### config.mk
export PLATFORM = sky130hd
export DESIGN_NAME = led_step_gen_flat
export DESIGN_NICKNAME = d
export VERILOG_FILES = /design/src/rtl/led_step_gen_if.sv /design/src/rtl/led_step_gen.sv /design/src/flat_wrapper.sv
export SDC_FILE = /design/constraint.sdc
export NUM_CORES = 1
export LEC_CHECK = 0
export CAP_MARGIN = 10
export CORE_AREA = 5 5 83 85
export DETAILED_ROUTE_END_ITERATION = 10
export DIE_AREA = 0 0 88 90
export MAX_ROUTING_LAYER = met4
export PLACE_DENSITY = 0.78
export SETUP_SLACK_MARGIN = 0.4
export SYNTH_ARGS = -nofsm -noshare
export SYNTH_HDL_FRONTEND = slang
export SYNTH_SLANG_ARGS = --single-unit
### constraint.sdc
create_clock -name clock -period 3.95 [get_ports clock]
set_input_delay 0.79 -clock clock [delete_from_list [all_inputs] [get_ports clock]]
set_output_delay 0.79 -clock clock [all_outputs]
set_load 0.1 [all_outputs]
### src/rtl/led_step_gen_if.sv
// Control/observation bundle for led_step_gen: switches and button in,
// advance pulse and debounce state out.
interface led_step_gen_if;
    logic [2:0] i_sw;
    logic       i_step;
    logic       o_valid;
    logic [1:0] o_state;

    modport master (
        output i_sw,
        output i_step,
        input  o_valid,
        input  o_state
    );

    modport slave (
        input  i_sw,
        input  i_step,
        output o_valid,
        output o_state
    );
endinterface

### src/rtl/led_step_gen.sv
// Advance-pulse generator for the rotating LED register: periodic pulses in
// run mode, one pulse per debounced button press in step mode.
//
// state        | meaning
// -------------+---------------------------------------------------------
// IDLE         | button released and accepted, waiting for a press
// PRESS_WAIT   | button seen high, counting stable-high cycles
// PRESSED      | press accepted, single cycle that requests the pulse
// RELEASE_WAIT | waiting for the button to be low for a full debounce time
module led_step_gen #(
    parameter int                    NB_COUNTER      = 32,
    parameter logic [NB_COUNTER-1:0] LIMIT_0         = NB_COUNTER'(2**23 - 1),
    parameter logic [NB_COUNTER-1:0] LIMIT_1         = NB_COUNTER'(2**24 - 1),
    parameter logic [NB_COUNTER-1:0] LIMIT_2         = NB_COUNTER'(2**25 - 1),
    parameter logic [NB_COUNTER-1:0] LIMIT_3         = NB_COUNTER'(2**26 - 1),
    parameter int                    NB_DEBOUNCE     = 20,
    parameter int                    DEBOUNCE_CYCLES = 500000
) (
    input  logic          clock,
    input  logic          i_reset,
    led_step_gen_if.slave bus
);

    localparam logic [1:0] ST_IDLE         = 2'd0;
    localparam logic [1:0] ST_PRESS_WAIT   = 2'd1;
    localparam logic [1:0] ST_PRESSED      = 2'd2;
    localparam logic [1:0] ST_RELEASE_WAIT = 2'd3;

    localparam logic [NB_DEBOUNCE-1:0] DB_LAST = NB_DEBOUNCE'(DEBOUNCE_CYCLES - 1);

    logic [NB_COUNTER-1:0]  count;
    logic [NB_COUNTER-1:0]  limit_sel;
    logic                   run_hit;
    logic                   step_meta;
    logic                   s_step;
    logic [1:0]             state;
    logic [NB_DEBOUNCE-1:0] db_count;

    // Rate select: pick the period limit from the switch pair.
    always_comb begin
        limit_sel = LIMIT_0;
        case (bus.i_sw[2:1])
            2'd0:    limit_sel = LIMIT_0;
            2'd1:    limit_sel = LIMIT_1;
            2'd2:    limit_sel = LIMIT_2;
            default: limit_sel = LIMIT_3;
        endcase
    end

    // >= rather than == so a drop to a smaller limit wraps on the next edge.
    assign run_hit = bus.i_sw[0] && (count >= limit_sel);

    // Period counter: wraps at the selected limit, held at zero when stopped.
    always_ff @(posedge clock or posedge i_reset) begin
        if (i_reset) begin
            count <= '0;
        end else if (!bus.i_sw[0]) begin
            count <= '0;
        end else if (count >= limit_sel) begin
            count <= '0;
        end else begin
            count <= count + NB_COUNTER'(1);
        end
    end

    // Two-flop synchronizer for the raw push button.
    always_ff @(posedge clock or posedge i_reset) begin
        if (i_reset) begin
            step_meta <= 1'b0;
            s_step    <= 1'b0;
        end else begin
            step_meta <= bus.i_step;
            s_step    <= step_meta;
        end
    end

    // Debounce FSM: a press must be stable for the full count, and so must
    // the release before another press is considered.
    always_ff @(posedge clock or posedge i_reset) begin
        if (i_reset) begin
            state    <= ST_IDLE;
            db_count <= '0;
        end else begin
            case (state)
                ST_IDLE: begin
                    db_count <= '0;
                    if (s_step) begin
                        state <= ST_PRESS_WAIT;
                    end
                end
                ST_PRESS_WAIT: begin
                    if (!s_step) begin
                        state <= ST_IDLE;
                    end else if (db_count == DB_LAST) begin
                        state    <= ST_PRESSED;
                        db_count <= '0;
                    end else begin
                        db_count <= db_count + NB_DEBOUNCE'(1);
                    end
                end
                ST_PRESSED: begin
                    state    <= ST_RELEASE_WAIT;
                    db_count <= '0;
                end
                default: begin
                    if (s_step) begin
                        db_count <= '0;
                    end else if (db_count == DB_LAST) begin
                        state <= ST_IDLE;
                    end else begin
                        db_count <= db_count + NB_DEBOUNCE'(1);
                    end
                end
            endcase
        end
    end

    // Registered advance pulse; button presses only count in step mode.
    always_ff @(posedge clock or posedge i_reset) begin
        if (i_reset) begin
            bus.o_valid <= 1'b0;
        end else begin
            bus.o_valid <= run_hit || ((state == ST_PRESSED) && !bus.i_sw[0]);
        end
    end

    assign bus.o_state = state;

endmodule

### src/flat_wrapper.sv
// flat-port wrapper written by rule: the top's interface ports become plain ports
module led_step_gen_flat 
#(
    parameter int                    NB_COUNTER      = 32,
    parameter logic [NB_COUNTER-1:0] LIMIT_0         = NB_COUNTER'(2**23 - 1),
    parameter logic [NB_COUNTER-1:0] LIMIT_1         = NB_COUNTER'(2**24 - 1),
    parameter logic [NB_COUNTER-1:0] LIMIT_2         = NB_COUNTER'(2**25 - 1),
    parameter logic [NB_COUNTER-1:0] LIMIT_3         = NB_COUNTER'(2**26 - 1),
    parameter int                    NB_DEBOUNCE     = 20,
    parameter int                    DEBOUNCE_CYCLES = 500000
)
  (clock, i_reset, bus_i_sw, bus_i_step, bus_o_valid, bus_o_state);
  led_step_gen_if bus_i ();
  input  logic clock;
  input  logic i_reset;
  input wire logic [$bits(bus_i.i_sw)-1:0] bus_i_sw;
  input wire logic [$bits(bus_i.i_step)-1:0] bus_i_step;
  output wire logic [$bits(bus_i.o_valid)-1:0] bus_o_valid;
  output wire logic [$bits(bus_i.o_state)-1:0] bus_o_state;
  assign bus_i.i_sw = bus_i_sw;
  assign bus_i.i_step = bus_i_step;
  assign bus_o_valid = bus_i.o_valid;
  assign bus_o_state = bus_i.o_state;
  led_step_gen #(.NB_COUNTER(NB_COUNTER), .LIMIT_0(LIMIT_0), .LIMIT_1(LIMIT_1), .LIMIT_2(LIMIT_2), .LIMIT_3(LIMIT_3), .NB_DEBOUNCE(NB_DEBOUNCE), .DEBOUNCE_CYCLES(DEBOUNCE_CYCLES)) u_core (.clock(clock), .i_reset(i_reset), .bus(bus_i));
endmodule
==> flow_metrics.tcl <==
set metrics [dict create \
    grt.met1_usage 0.212 \
    seqPwrFrac 0.492 \
    ys_seq_elements 57 \
    synth_cell_types 53 \
    fp.dieH_um 90 \
    finalNonFillerCells 403 \
    grt_max_degree 40 \
    yosysWarningCount 0 \
    critical_path.startpoint "u_core.bus.o_state[1]" \
    synth_xor_area_frac 0.0831 \
    drtIter0Drc 154 \
    gp_congestion 0.862 \
    fmax_mhz 336 \
    p_leak_nw 1.32 \
    r2r-end "u_core.db_count[11]" \
    syn_inst 307 \
    cp.required_ns 3.16 \
    p_clk_frac 0.467 \
    die-width_um 88 \
    setup_viol 0 \
    syn2layout_area_growth_pct 12.5 \
    grt_pass1_vias 2237 \
    io_pins 9 \
    root_buffer "clkbuf_8" \
    holdCritPathClass "register to register" \
    avgSynthCellArea_um2 9.61 \
    drive_above_1_share 0.0767 \
    end_kind "output pin" \
    n_antenna_cell 0 \
    synth_edf_count 0 \
    multi_input_area_mm2 0.00147 \
    ys.flop_type "dfrtp_1" \
    critPathTopFamily "buffers and inverters" \
    reg2regPathDepth 5 \
    cp_max_fo 13 \
    fin_setup_tns_ns 0 \
    synthSimpleGateAreaFrac 0.251 \
    worstSetupPathType "register to output pin" \
    drc 0 \
    rows 29 \
    comb_power_share 0.042 \
    hold_depth 0 \
    regToRegSetupSlack_ns 1.41 \
    dp_hpwl_mm 3.93 \
    via_per_inst 5.84 \
    critPathBufInv 1 \
    wire_per_inst_um 14.4 \
    status "finished, final reports clean" \
    cts_tree "done" \
    postCtsSetupBuffers 0 \
    clock_sinks 57 \
    path_clk_slew_ns 0.06 \
    drv_cap 0 \
    initial_core_util 0.481 \
    cts_hold_buf 0 \
    grt_busiest_layer "met2" \
    cts_buffers 9 \
    switchingPower_uw 267 \
    worst_slew_pin_slew_ns 0.975 \
    arrival_ns 2.19 \
    clk_latency_ns 0.34 \
    r2r_start "u_core.db_count[10]" \
    synth_top_family_by_area "simple AND/OR/NAND/NOR gates" \
    antenna_found_initial 0 \
    power.density_mw_per_mm2 366 \
    overflow 0 \
    rsz0062_at_grt "no" \
    dp.cells 387 \
    nNetsFinal 332 \
    cp_slowest_cell "clkdlybuf4s50_1" \
    die_area_mm2 0.00792 \
    core_area_mm2 0.00613 \
    p_int_uw 948 \
    met2_usage 0.251 \
    synth_compound_area_frac 0.124 \
    wirelength_mm 5.80 \
    path_cells "clkdlybuf4s50_1" \
    cts_resized 0 \
    vias 2354 \
    hp-start "u_core.step_meta" \
    ys_async_sr_fraction 1.00 \
    detail-route-antenna-nets 0 \
    hold_viol 0 \
    holdPathEnd "u_core.s_step" \
    synthMuxAreaShare 0.00678 \
    post-route-period-util 0.753 \
    slowest_delay_ns 1.23 \
    synthAdderAreaFrac 0.0246 \
    swShare 0.220 \
    ys_seq_area_frac 0.483 \
    maxSlewViolCount 0 \
    cts_htree_levels 3 \
    cts_buffer_depth 2 \
    crit_path_start_kind "register" \
    slew_headroom 0.348 \
    grt_pass1_wl_mm 10.3 \
    ir_drop_uv 236 \
    firstDrtPassIters 4 \
    skew_ns 0.00906 \
    grt_usage 0.170 \
    netlist_area_mm2 0.00295 \
    finalCriticalPeriod_ns 2.98 \
    fillerInstances 533 \
    grtUsageMet3 0.0503 \
    regArea_mm2 0.00143 \
    port_buffers 8 \
]
## synthesized netlist by cell type (2+ instances only)
| master | n | area share |
|---|---|---|
| dfrtp_1 | 57 | 0.48 |
| nor2_1 | 37 | 0.047 |
| nand2_1 | 23 | 0.029 |
| xor2_1 | 21 | 0.062 |
| nand3_1 | 19 | 0.032 |
| nand4_1 | 17 | 0.036 |
| a21oi_1 | 14 | 0.024 |
| o21ai_0 | 10 | 0.017 |
| or3_1 | 9 | 0.019 |
| clkbuf_1 | 8 | 0.010 |
| and3_1 | 7 | 0.015 |
| inv_1 | 7 | 0.0089 |
| xnor2_1 | 7 | 0.021 |
| and4_1 | 5 | 0.015 |
| ha_1 | 5 | 0.021 |
| o211ai_1 | 5 | 0.013 |
| a31oi_1 | 4 | 0.0085 |
| or4_1 | 4 | 0.010 |
| buf_2 | 3 | 0.0051 |
| nor3_1 | 3 | 0.0051 |
| a211oi_1 | 2 | 0.0051 |
| mux2i_1 | 2 | 0.0068 |
| nor2b_1 | 2 | 0.0042 |
| nor4_1 | 2 | 0.0042 |
| nor4_2 | 2 | 0.0085 |
| nor4b_1 | 2 | 0.0059 |
| o21ai_1 | 2 | 0.0034 |
| o31ai_1 | 2 | 0.0051 |
| or4_4 | 2 | 0.0076 |
## cell families after synthesis
kind of cell	Yosys count
AND/OR/NAND/NOR	139
flip-flops	57
AO/OA/AOI/OAI	55
XOR/XNOR	28
buffers and inverters	19
adder cells (fa/ha/maj)	6
multiplexers	2
other	1
## worst max-delay path by stage
stage,end,depth (start not counted)
after floorplan,u_core.db_count[16],5
after global placement,u_core.bus.o_valid,8
after detailed placement,u_core.bus.o_valid,8
after CTS,bus_o_state[1],1
after global routing,bus_o_state[1],1
final,bus_o_state[1],1
## through the flow
| stage | area [um^2] | util | hold WS, ns | worst slack (ns) | power [mW] |
|---|---|---|---|---|---|
| floorplan | 2970 | - | 0.331 | 1.62 | 0.641 |
| global placement | 3110 | 0.508 | 0.333 | 1.04 | 0.658 |
| detailed placement | 3110 | 0.508 | 0.345 | 0.953 | 0.659 |
| CTS | 3320 | 0.542 | 0.366 | 0.951 | 1.23 |
| global route | 3320 | 0.542 | 0.376 | 0.849 | 1.27 |
| finish | 3320 | 0.542 | 0.364 | 0.975 | 1.22 |
## cell usage in the layout (no fill, tap or decap), types with 6 or more instances in the layout
cell	Yosys	final
a21oi_1	14	14
and3_1	7	7
clkbuf_8	0	12
clkdlybuf4s50_1	0	8
dfrtp_1	57	57
inv_1	7	6
nand2_1	23	23
nand3_1	19	19
nand4_1	17	17
nor2_1	37	37
o21ai_0	10	10
or3_1	9	9
xnor2_1	7	7
xor2_1	21	21
## flip-flops by register name, summed over array words and instances, names as in the netlist
name and cells:
u_core.count 32, u_core.db_count 20, u_core.bus.o_state 2, u_core.bus.o_valid 1, u_core.s_step 1, u_core.step_meta 1
## routing by layer
layer	vias up	routed length, um
li1	1141	-
met1	1152	2660
met2	51	2790
met3	10	245
met4	0	104
met5	-	0
## power by group through the flow
stage / clock network [mW] / logic (mW) / registers, mW
2_1_floorplan: 0 / 0.0292 / 0.612
3_3_place_gp: 0 / 0.0502 / 0.608
3_5_place_dp: 0 / 0.0514 / 0.608
4_1_cts: 0.583 / 0.0516 / 0.597
5_1_grt: 0.611 / 0.0572 / 0.598
6_report: 0.567 / 0.0505 / 0.597
## cell type report
type,count,share of cell area
clock inverters,2,0.0106
well taps,77,0.0290
clock buffers,14,0.0520
multi-input cells,235,0.441
inverters,8,0.00904
repair buffers,10,0.0286
flip-flops and latches,57,0.430
Power figures use the tool's default switching activity.
